===== src/rtl/audio_mix_sd_dac.sv =====
// rtl/audio_mix_sd_dac.sv - stereo multi-source mixer with cross-mix, mute, clip flags and sigma-delta DACs
module audio_mix_sd_dac #(
    parameter int IN_BITS = 16,
    parameter int NUM_IN  = 1
) (
    input  logic                      clk_sys,
    input  logic                      reset,
    input  logic                      ce_sample,
    input  logic [NUM_IN*IN_BITS-1:0] in_l,
    input  logic [NUM_IN*IN_BITS-1:0] in_r,
    input  logic [1:0]                mix_mode,
    input  logic                      mute,
    input  logic                      clip_clr,
    output logic                      sample_done,
    output logic                      clip_l,
    output logic                      clip_r,
    output logic                      dac_l,
    output logic                      dac_r
);

    // Sum width grows by log2 of the source count so the raw sum never wraps.
    localparam int S = IN_BITS + $clog2(NUM_IN);
    localparam int W = IN_BITS + 1;

    localparam logic signed [S-1:0]       SUM_MAX = S'((2 ** (IN_BITS - 1)) - 1);
    localparam logic signed [S-1:0]       SUM_MIN = S'(-(2 ** (IN_BITS - 1)));
    localparam logic signed [IN_BITS-1:0] SAT_MAX = {1'b0, {(IN_BITS - 1){1'b1}}};
    localparam logic signed [IN_BITS-1:0] SAT_MIN = {1'b1, {(IN_BITS - 1){1'b0}}};
    localparam logic [IN_BITS-1:0]        MID     = {1'b1, {(IN_BITS - 1){1'b0}}};

    logic signed [S-1:0]       sum_l_c, sum_r_c;
    logic signed [S-1:0]       sum_l_q, sum_r_q;
    logic                      v1, v2;
    logic                      ovf_l, ovf_r;
    logic signed [IN_BITS-1:0] sat_l, sat_r;
    logic signed [W-1:0]       wl, wr, diff, mix_m, mix_l, mix_r;
    logic [IN_BITS-1:0]        x_l, x_r;
    logic [IN_BITS-1:0]        tgt_l, tgt_r;
    logic [IN_BITS:0]          acc_l, acc_r;

    // Sign-extend every source to the sum width and add them per side.
    always_comb begin
        sum_l_c = '0;
        sum_r_c = '0;
        for (int i = 0; i < NUM_IN; i++) begin
            sum_l_c = sum_l_c + S'(signed'(in_l[i*IN_BITS +: IN_BITS]));
            sum_r_c = sum_r_c + S'(signed'(in_r[i*IN_BITS +: IN_BITS]));
        end
    end

    // S1: capture raw sums on the sample strobe.
    always_ff @(posedge clk_sys or posedge reset) begin
        if (reset) begin
            sum_l_q <= '0;
            sum_r_q <= '0;
            v1      <= 1'b0;
        end else begin
            v1 <= ce_sample;
            if (ce_sample) begin
                sum_l_q <= sum_l_c;
                sum_r_q <= sum_r_c;
            end
        end
    end

    // Saturate to the DAC word range, then cross-mix one bit wider; L-m and R+m stay in range.
    always_comb begin
        ovf_l = (sum_l_q > SUM_MAX) || (sum_l_q < SUM_MIN);
        ovf_r = (sum_r_q > SUM_MAX) || (sum_r_q < SUM_MIN);
        sat_l = (sum_l_q > SUM_MAX) ? SAT_MAX : (sum_l_q < SUM_MIN) ? SAT_MIN : sum_l_q[IN_BITS-1:0];
        sat_r = (sum_r_q > SUM_MAX) ? SAT_MAX : (sum_r_q < SUM_MIN) ? SAT_MIN : sum_r_q[IN_BITS-1:0];
        wl    = W'(sat_l);
        wr    = W'(sat_r);
        diff  = wl - wr;
        case (mix_mode)
            2'd1:    mix_m = diff >>> 3;
            2'd2:    mix_m = diff >>> 2;
            2'd3:    mix_m = diff >>> 1;
            default: mix_m = '0;
        endcase
        mix_l = wl - mix_m;
        mix_r = wr + mix_m;
    end

    // S2: register the mixed words.
    always_ff @(posedge clk_sys or posedge reset) begin
        if (reset) begin
            x_l <= '0;
            x_r <= '0;
            v2  <= 1'b0;
        end else begin
            v2 <= v1;
            if (v1) begin
                x_l <= mix_l[IN_BITS-1:0];
                x_r <= mix_r[IN_BITS-1:0];
            end
        end
    end

    // Sticky clip flags; a new saturation beats a simultaneous clear.
    always_ff @(posedge clk_sys or posedge reset) begin
        if (reset) begin
            clip_l <= 1'b0;
            clip_r <= 1'b0;
        end else begin
            if (v1 && ovf_l)   clip_l <= 1'b1;
            else if (clip_clr) clip_l <= 1'b0;
            if (v1 && ovf_r)   clip_r <= 1'b1;
            else if (clip_clr) clip_r <= 1'b0;
        end
    end

    // S3: convert to offset binary (or midscale when muted) and load the DAC targets.
    always_ff @(posedge clk_sys or posedge reset) begin
        if (reset) begin
            tgt_l       <= MID;
            tgt_r       <= MID;
            sample_done <= 1'b0;
        end else begin
            sample_done <= v2;
            if (v2) begin
                tgt_l <= mute ? MID : {~x_l[IN_BITS-1], x_l[IN_BITS-2:0]};
                tgt_r <= mute ? MID : {~x_r[IN_BITS-1], x_r[IN_BITS-2:0]};
            end
        end
    end

    // First-order sigma-delta: the carry out of the accumulator is the output bit.
    always_ff @(posedge clk_sys or posedge reset) begin
        if (reset) begin
            acc_l <= '0;
            acc_r <= '0;
        end else begin
            acc_l <= {1'b0, acc_l[IN_BITS-1:0]} + {1'b0, tgt_l};
            acc_r <= {1'b0, acc_r[IN_BITS-1:0]} + {1'b0, tgt_r};
        end
    end

    assign dac_l = acc_l[IN_BITS];
    assign dac_r = acc_r[IN_BITS];

endmodule


===== config.mk =====
export PLATFORM = sky130hd
export DESIGN_NAME = audio_mix_sd_dac
export DESIGN_NICKNAME = d
export VERILOG_FILES = /design/src/rtl/audio_mix_sd_dac.sv
export SDC_FILE = /design/constraint.sdc
export NUM_CORES = 1
export LEC_CHECK = 0
export ABC_CLOCK_PERIOD_IN_PS = 6420
export CAP_MARGIN = 20
export CORE_ASPECT_RATIO = 0.5
export CORE_MARGIN = 5
export CORE_UTILIZATION = 61
export CTS_CLUSTER_DIAMETER = 100
export DETAILED_ROUTE_END_ITERATION = 7
export PLACE_DENSITY = 0.84
export SLEW_MARGIN = 20
export SYNTH_ARGS = -nofsm -noshare
export SYNTH_HDL_FRONTEND = slang
export SYNTH_SLANG_ARGS = --single-unit

===== constraint.sdc =====
create_clock -name clk_sys -period 6.42 [get_ports clk_sys]
set_clock_uncertainty 0.15 [all_clocks]
set_input_delay 0.963 -clock clk_sys [delete_from_list [all_inputs] [get_ports clk_sys]]
set_output_delay 0.963 -clock clk_sys [all_outputs]
set_load 0.05 [all_outputs]

* Yosys cells after proc, flatten, opt, wreduce, memory -nomap -nowiden
Cells that the tools add are included. Widths: inputs -> output; s select.
Word-level totals: register bits after elaboration 135, latch bits 0, RAM bits 0, ROM bits 0, bits of input ports 39, output and inout bits 5, word-level logic and storage cells 43, memories 0
Cells by class: $add $sub $neg 5, $mul 0, divide/modulo/power cells 0, order comparisons 4, eq/ne operators 3, shift-type cells 0, multiplexer cells 10, bitwise gates (word level) 2, reduce and logical (&&, ||, !) cells 6
Operators with widths (count):
- $mux 16 | 6
- $pmux 16 s3 | 1
- $add 16x16->17 | 2
- $gt 16x16->1 const B | 2
- $lt 16x16->1 const B | 2
- $sub 16x16->17 | 1
- $add 16x16->16 | 1
- $sub 16x16->16 | 1
- $eq 2x2->1 const B | 2
- $reduce_bool 2->1 | 2
- $mux 1 | 3
- $eq 2x1->1 const B | 1
- $logic_and 1x1->1 | 2
- $logic_or 1x1->1 | 2
- $not 1->1 | 2

* Depth between registers and ports, before layout
Gate-level depths: netlist of run 1.
depth in word-level cells 6, depth in mapped cells 23, gate-level depth less buffers 23

* Worst setup path after synthesis of run 1
No wires, ideal clock.
kind reg2reg, start reg sum_r_q[1], end reg x_r[15], library setup time 69 ps, arrival time 4210 ps, data required time 6201 ps, path slack 1991 ps, stages on the path, launching flop included 22, buffers on the path 0, clock period less this slack 4429 ps, cells stage by stage dfrtp_1 nor2b_2 nor2b_1 ha_1 o211ai_2 a21oi_1 o21a_1 o21ai_0 nor2b_1 xnor2_1 nand2_1 o21a_1 inv_1 ha_1 a21o_1 a21oi_1 a41oi_1 o31ai_4 o31ai_1 a2111o_1 a2111o_1 nand3_1
On the way: cells in the longest elaborated chain, start to end 6, elaborated cells between the ends (all ways) 7, those cells by class 2 x add/sub; 2 x order compare; 3 x mux
Ends and longest elaborated chain:
- start, declared | RTL line 32 | logic signed [S-1:0] sum_l_q, sum_r_q;
- start signal, assigned | RTL line 61 | sum_r_q <= sum_r_c;
- $lt 16x16->1 | RTL line 71 | sat_r = (sum_r_q > SUM_MAX) ? SAT_MAX : (sum_r_q < SUM_MIN) ? SAT_MIN : sum_r_q[IN_BITS-1:0];
- $mux 16 | RTL line 71
- $mux 16 * | RTL line 71
- $sub 16x16->17 | RTL line 74 | diff = wl - wr;
- $pmux 16 s3 | RTL line 75 | case (mix_mode)
- $add 16x16->16 * | RTL line 82 | mix_r = wr + mix_m;
- end signal, assigned | RTL line 95 | x_r <= mix_r[IN_BITS-1:0];
- end, declared | RTL line 37 | logic [IN_BITS-1:0] x_l, x_r;
Every way passes the cells marked *; elsewhere a longest branch is shown, timed or not. A chain may end at the register's enable or synchronous reset.

* Worst setup path in the final report of run 1
Ends and elaborated chain as after synthesis.

==> results of run 1 <==
==> stage by stage <==
| stage | util | instances |
|---|---|---|
| 3_3_place_gp | 0.668 | 1089 |
| 3_5_place_dp | 0.668 | 1089 |
| 2_1_floorplan | - | 906 |
| 6_report | 0.713 | 1121 |
| 5_1_grt | 0.713 | 1121 |
| 4_1_cts | 0.711 | 1120 |
==> routing by layer <==
layer | vias to the layer above | track usage
met5 | - | 0
met4 | 0 | 0.0555
met3 | 25 | 0.0440
met2 | 215 | 0.396
met1 | 3292 | 0.373
li1 | 3221 | -
==> cell usage in the layout, fill, tap and decap left out, types with 17 or more instances in the layout <==
| cell | instances |
|---|---|
| dfrtp_1 | 132 |
| ha_1 | 74 |
| nand2_1 | 63 |
| inv_1 | 56 |
| o21ai_0 | 52 |
| a21oi_1 | 51 |
| xnor2_1 | 46 |
| nor2b_1 | 44 |
| nor2_1 | 43 |
| clkdlybuf4s50_1 | 42 |
| mux2_2 | 39 |
| a31o_2 | 29 |
| a21o_1 | 22 |
| nor3_1 | 17 |
| clkbuf_16 | 17 |
==> final timing paths <==
| check | end | startpoint | slack [ns] | cells after the start |
|---|---|---|---|---|
| min in group asynchronous | clip_l | reset | 0.88 | 2 |
| min | tgt_r[15] | x_r[15] | 0.32 | 1 |
| max | x_r[15] | sum_r_q[1] | 1.45 | 22 |
| min reg2reg | tgt_r[15] | x_r[15] | 0.32 | 1 |
| max in group asynchronous | v2 | reset | 4.01 | 3 |
| max reg2reg | x_r[15] | sum_r_q[1] | 1.45 | 22 |
==> layout make-up <==
class | count | share of cell area
clock buffer | 20 | 0.0456
clock inverter | 11 | 0.0153
tap | 192 | 0.0245
timing repair buffer | 48 | 0.0485
multi-input combinational | 658 | 0.498
sequential | 135 | 0.345
inverter | 57 | 0.0224
==> critical path, stage by stage (launching register included) <==
cell,delay [ns]
dfrtp_1,0.46
nor2b_2,0.29
nor2b_1,0.09
ha_1,0.23
o211ai_2,0.22
a21oi_1,0.12
o21a_1,0.21
o21ai_0,0.29
nor2b_1,0.20
xnor2_1,0.16
nand2_1,0.09
o21a_1,0.20
inv_1,0.06
ha_1,0.28
a21o_1,0.20
a21o_1,0.22
nor2_1,0.15
a41oi_1,0.09
o31ai_4,0.13
o31ai_1,0.16
a2111o_1,0.45
a2111o_1,0.38
nand3_1,0.07
==> kinds of logic after synthesis <==
| logic type | count (synthesis) |
|---|---|
| AO/OA/AOI/OAI | 247 |
| XOR/XNOR | 57 |
| flip-flops | 135 |
| AND/OR/NAND/NOR | 230 |
| multiplexers | 44 |
| buffers and inverters | 113 |
| adder cells (fa/ha/maj) | 80 |
==> registers in the layout (all words and copies together) (netlist names), 16 cells and up <==
| register | flops |
|---|---|
| x_r | 16 |
| acc_r | 17 |
| sum_r_q | 16 |
| tgt_l | 16 |
| tgt_r | 16 |
| acc_l | 17 |
| sum_l_q | 16 |
| x_l | 16 |
==> power groups by stage <==
stage | clock network (µW) | logic [µW] | registers, µW
2_1_floorplan | 0 | 1420 | 1280
3_3_place_gp | 0 | 1690 | 1330
3_5_place_dp | 0 | 1780 | 1340
4_1_cts | 1010 | 1820 | 1340
5_1_grt | 1050 | 2050 | 1360
6_report | 1010 | 1840 | 1340
==> summary.txt, run 1 <==
Syn Nets = 1021
FILL cells = 1020
vias in the first global route = 6668
# DRC = 0
Fmax achieved = 0.201 GHz
number of flops mapped to enable cells by yosys = 0
Register Area = 3380 µm²
Global Route Usage Sum = 0.253
ANT cells = 0
Psw = 1560 µW
ratio of cells with drive above 1 in the final layout = 0.137
status = finished clean
core outline area = 13700 µm²
clock slew at reported path FFs = 0.06 ns
Distinct cells, synth = 65
first-pass GRT wire length = 33800 µm
vias = 6753
unrepaired setup endpoints after global routing = no
clock tree buffer depth = 2
GP Congestion = 0.920
final WL = 20300 µm
post-synth top area share = 0.383
HPWL after detailed placement = 14500 µm
M1 WL = 9890 µm
cell with the most instances after synthesis = dfrtp_1
Clock Power Share = 0.240
synth warn = 0
Reg power frac = 0.321
Synth Area in Adders = 0.116
Row Count = 30
Synth area leaders = dfrtp_1 38%, ha_1 11%, mux2_2 5.1%
ys async rst share = 1.00
Place WS = 1.48 ns
CP Capture Type = flop
cts repair resizes = 0
die height = 94.4 µm
Worst Hold Class = flop to flop
endpoints failing setup = 0
Sw Share = 0.373
Mapped Area = 8680 µm²
Final WS setup = 1.45 ns
Synth Register Bits = 135
critical path class = flop to flop
Nets = 1032
Synth Flop Type = dfrtp_1
Multi-input gate area = 4880 µm²
crit start category = flop
wire length on met3 = 1150 µm
MaxCap Viol Count = 0
placed instance area = 9180 µm²
WP data required = 6.62 ns
gr ovfl total = 0
Detail Route met2 WL = 9050 µm
Gate power share = 0.439
Die Area = 16900 µm²
Area Growth Syn to Fin = 12.8%
WHS = 0.324 ns
top layer in use = met4
width of the chip = 179 µm
remaining antenna violation count after routing = 0
Initial DRC Count = 558
Pint = 2630 µW
Final Critical Period = 4.97 ns
Starting Density = 0.632
post-synthesis mux area share = 0.0563
CP max FO = 6
Via density = 6.02
Post-CTS Setup Bufs = 0
Port Buffer Count = 43
crit share post-route = 0.775
clock root buffer = clkbuf_16
initial antenna violation count = 0
DRT Pass-1 Iters = 5
sequential area share after synthesis = 0.389
Yosys top cell by area = dfrtp_1
mean post-synth cell area = 9.59 µm²
VDD IR max = 0.000241 V
TritonCTS clock tree = done
Hold Buf Count CTS = 0
clock sinks = 135
Total Power = 4190 µW
I/O Pins = 44
simple-gate share of the synthesized area = 0.136
fin area = 9790 µm²
CP arrival = 5.17 ns
# H-tree levels = 4
Gate Count Post-Synth = 906
Fin. Hold Viols = 0
largest family of logic cells by synthesized area = compound AO/OA/AOI/OAI gates
Least-Margin Pin Slew = 1.09 ns
final setup TNS = 0 ns
Power Dens Cells = 428 nW/µm²
WL per Instance = 18.1 µm
clock latency on the worst-skew pair = 0.42 ns
TritonCTS Buffers = 17
area fraction in compound gates after synthesis = 0.195
LEAKAGE = 0.00444 µW
largest net degree at the start of global routing = 80
max-slew violation count = 0
Post-Synth XOR/XNOR Area = 0.0591
normalized max-slew margin = 0.273
list of most frequent post-synthesis cells = 133 x dfrtp_1, 74 x ha_1, 63 x nand2_1
Power figures use the tool's default switching activity.
==> run 2: changes to the inputs <==
--- a/config.mk
+++ b/config.mk
@@ -5,7 +5,7 @@
 export SDC_FILE = /design/constraint.sdc
 export NUM_CORES = 1
 export LEC_CHECK = 0
-export ABC_CLOCK_PERIOD_IN_PS = 6420
+export ABC_CLOCK_PERIOD_IN_PS = 4800
 export CAP_MARGIN = 20
 export CORE_ASPECT_RATIO = 0.5
 export CORE_MARGIN = 5
==> constraint.sdc (replaced) <==
create_clock -name clk_sys -period 4.8 [get_ports clk_sys]
set_clock_uncertainty 0.15 [all_clocks]
set_input_delay 0.72 -clock clk_sys [delete_from_list [all_inputs] [get_ports clk_sys]]
set_output_delay 0.72 -clock clk_sys [all_outputs]
set_load 0.05 [all_outputs]
==> run 2 against run 1 <==
  * Via count grew 0.62%
  * Non-clock buffer count grew 8
  * Cell count rose by 0.80%
  * Design area is 1.6% higher
  * Power increased by 36%
  * Clock power rose by 39%
  * Sequential share of layout area down 0.54 points
  * Count of clock-buffer cells in the layout is 1 lower
  * Fmax increased by 4.7%
  * Core utilization increased by 1.1 points
==> summary.txt, run 2 (synthesis results as in run 1) <==
vias = 6795 (was 6753)
clock sinks = 135 (unchanged)
status = finished clean (unchanged)
crit path launch = sum_l_q[1] (was sum_r_q[1])
clock root buffer = clkbuf_16 (unchanged)
crit start category = flop (unchanged)
Via density = 6.01 (was 6.02)
Least-Margin Pin Slew = 1.05 ns (was 1.09 ns)
# H-tree levels = 4 (unchanged)
CP Capture Type = flop (unchanged)
LEAKAGE = 0.00453 µW (was 0.00444 µW)
endpoints failing setup = 0 (unchanged)
WP data required = 4.94 ns (was 6.62 ns)
ratio of cells with drive above 1 in the final layout = 0.158 (was 0.137)
GP Congestion = 0.929 (was 0.920)
crit path cell chain = nand2b_1 -> nor2b_1 -> ha_1 -> o211ai_2 -> a21oi_2 -> o21a_1 -> o21ai_2 -> a21oi_1 -> a21o_1 -> a21oi_1 -> xnor2_1 -> a21bo_2 -> a22o_1 -> ha_1 -> nor2b_1 -> o21ai_0 -> nand2b_1 -> a21oi_1 -> nor2b_1 -> a311oi_1 -> xnor2_1 -> mux2_2 (was nor2b_2 -> nor2b_1 -> ha_1 -> o211ai_2 -> a21oi_1 -> o21a_1 -> o21ai_0 -> nor2b_1 -> xnor2_1 -> nand2_1 -> o21a_1 -> inv_1 -> ha_1 -> a21o_1 -> a21o_1 -> nor2_1 -> a41oi_1 -> o31ai_4 -> o31ai_1 -> a2111o_1 -> a2111o_1 -> nand3_1)
Starting Density = 0.632 (unchanged)
top layer in use = met4 (unchanged)
Place WS = -0.118 ns (was 1.48 ns)
Port Buffer Count = 43 (unchanged)
core outline area = 13700 µm² (unchanged)
Die Area = 16900 µm² (unchanged)
clock tree buffer depth = 2 (unchanged)
HPWL after detailed placement = 14200 µm (was 14500 µm)
remaining antenna violation count after routing = 0 (unchanged)
Worst Hold Class = flop to flop (unchanged)
Register Area = 3380 µm² (unchanged)
most frequent cells in the layout = 132 x dfrtp_1, 73 x ha_1, 63 x nand2_1 (was 132 x dfrtp_1, 74 x ha_1, 63 x nand2_1)
clock latency on the worst-skew pair = 0.41 ns (was 0.42 ns)
crit share post-route = 0.990 (was 0.775)
WL per Instance = 17.7 µm (was 18.1 µm)
post-route insts no fill = 1130 (was 1121)
fin area = 9950 µm² (was 9790 µm²)
first-pass GRT wire length = 33100 µm (was 33800 µm)
# DRC = 0 (unchanged)
WP buf/inv = 0 (was 1)
TritonCTS clock tree = done (unchanged)
vias in the first global route = 6690 (was 6668)
final WL = 19900 µm (was 20300 µm)
initial antenna violation count = 0 (unchanged)
critical path class = flop to flop (unchanged)
Multi-input gate area = 4960 µm² (was 4880 µm²)
gr ovfl total = 0 (unchanged)
CP delay by family, top = compound AO/OA/AOI/OAI gates (unchanged)
I/O Pins = 44 (unchanged)
WHS = 0.319 ns (was 0.324 ns)
# placed instances = 1095 (was 1089)
largest net degree at the start of global routing = 85 (was 80)
Nets = 1040 (was 1032)
Slowest cell on crit path = dfrtp_1 (unchanged)
biggest regs = acc_l (17), acc_r (17) (unchanged)
Total Power = 5690 µW (was 4190 µW)
M1 WL = 9390 µm (was 9890 µm)
ANT cells = 0 (unchanged)
normalized max-slew margin = 0.303 (was 0.273)
Row Count = 30 (unchanged)
Hold Crit Start = acc_r[0] (was x_r[15])
MaxCap Viol Count = 0 (unchanged)
VDD IR max = 0.000257 V (was 0.000241 V)
placed instance area = 9220 µm² (was 9180 µm²)
Area Growth Syn to Fin = 14.6% (was 12.8%)
Final Critical Period = 4.75 ns (was 4.97 ns)
wire length on met3 = 1350 µm (was 1150 µm)
max-slew violation count = 0 (unchanged)
CP max FO = 5 (was 6)
Fin. Hold Viols = 0 (unchanged)
reg2reg start = sum_l_q[1] (was sum_r_q[1])
width of the chip = 179 µm (unchanged)
Critical Path Max Stage Delay = 0.44 ns (was 0.46 ns)
die height = 94.4 µm (unchanged)
FILL cells = 944 (was 1020)
CP arrival = 4.89 ns (was 5.17 ns)
TritonCTS Buffers = 17 (unchanged)
Initial DRC Count = 475 (was 558)
clock slew at reported path FFs = 0.06 ns (about the same)
Power Dens Cells = 572 nW/µm² (was 428 nW/µm²)
DRT Pass-1 Iters = 5 (unchanged)
Global Route Usage Sum = 0.246 (was 0.253)
Fmax achieved = 0.210 GHz (was 0.201 GHz)
Final WS setup = 0.0492 ns (was 1.45 ns)
most common cell after layout, fill and taps aside = dfrtp_1 (unchanged)
Detail Route met2 WL = 8910 µm (was 9050 µm)
run 2: cell count changes in the layout (fill, tap and decap cells not counted), sizes merged:
cell / change
clkbuf: -1
clkinv: -1
inv: +3
buf: +8
clkinvlp: -1
bufinv: +1
run 2: what timing repair did:
item	4_1_cts	5_1_grt
pin swaps	0	6
resized for setup	4	13
setup endpoints to repair	4	6
hold buffers	0	0
setup buffers	1	2
run 2: area by class of cell:
type                       instances  area share
timing repair buffer              56      0.0526
sequential                       135       0.340
multi-input combinational        658       0.498
clock inverter                    13      0.0194
tap                              192      0.0241
clock buffer                      19      0.0435
inverter                          57      0.0220
run 2: stage by stage:
step	TNS (ns)	utilization
floorplan	0	-
global placement	0	0.671
detailed placement	-0.170	0.671
CTS	0	0.718
global route	-0.0740	0.724
finish	0	0.724
run 2: metal layers:
layer | vias to the layer above | track usage
met4 | 0 | 0.0708
met5 | - | 0
li1 | 3233 | -
met3 | 32 | 0.0412
met1 | 3288 | 0.354
met2 | 242 | 0.388
run 2: final timing paths:
| kind | slack [ns] | to | cells past startpoint |
|---|---|---|---|
| worst max register to register | 0.05 | x_r[14] | 22 |
| min in group asynchronous | 0.65 | clip_l | 2 |
| worst min register to register | 0.32 | acc_r[0] | 1 |
| worst max-delay path | 0.05 | x_r[14] | 22 |
| worst min-delay path | 0.32 | acc_r[0] | 1 |
| max in group asynchronous | 2.96 | sum_l_q[5] | 3 |
run 2: where the power goes:
part	total, µW	switching (µW)	leakage [µW]	internal, µW
clock	1400	520	0.000304	878
combinational	2510	1340	0.00260	1170
sequential	1790	251	0.00163	1540
total	5690	2110	0.00453	3580
run 2: worst register-to-register path, delay by kind of cell, from the launching register on:
kind            cells  cell delay [ns]
simple gates        5             0.67
compound gates     12             2.32
flops               1             0.44
fa+ha+maj           2             0.57
mux                 1             0.26
xor+xnor            2             0.21
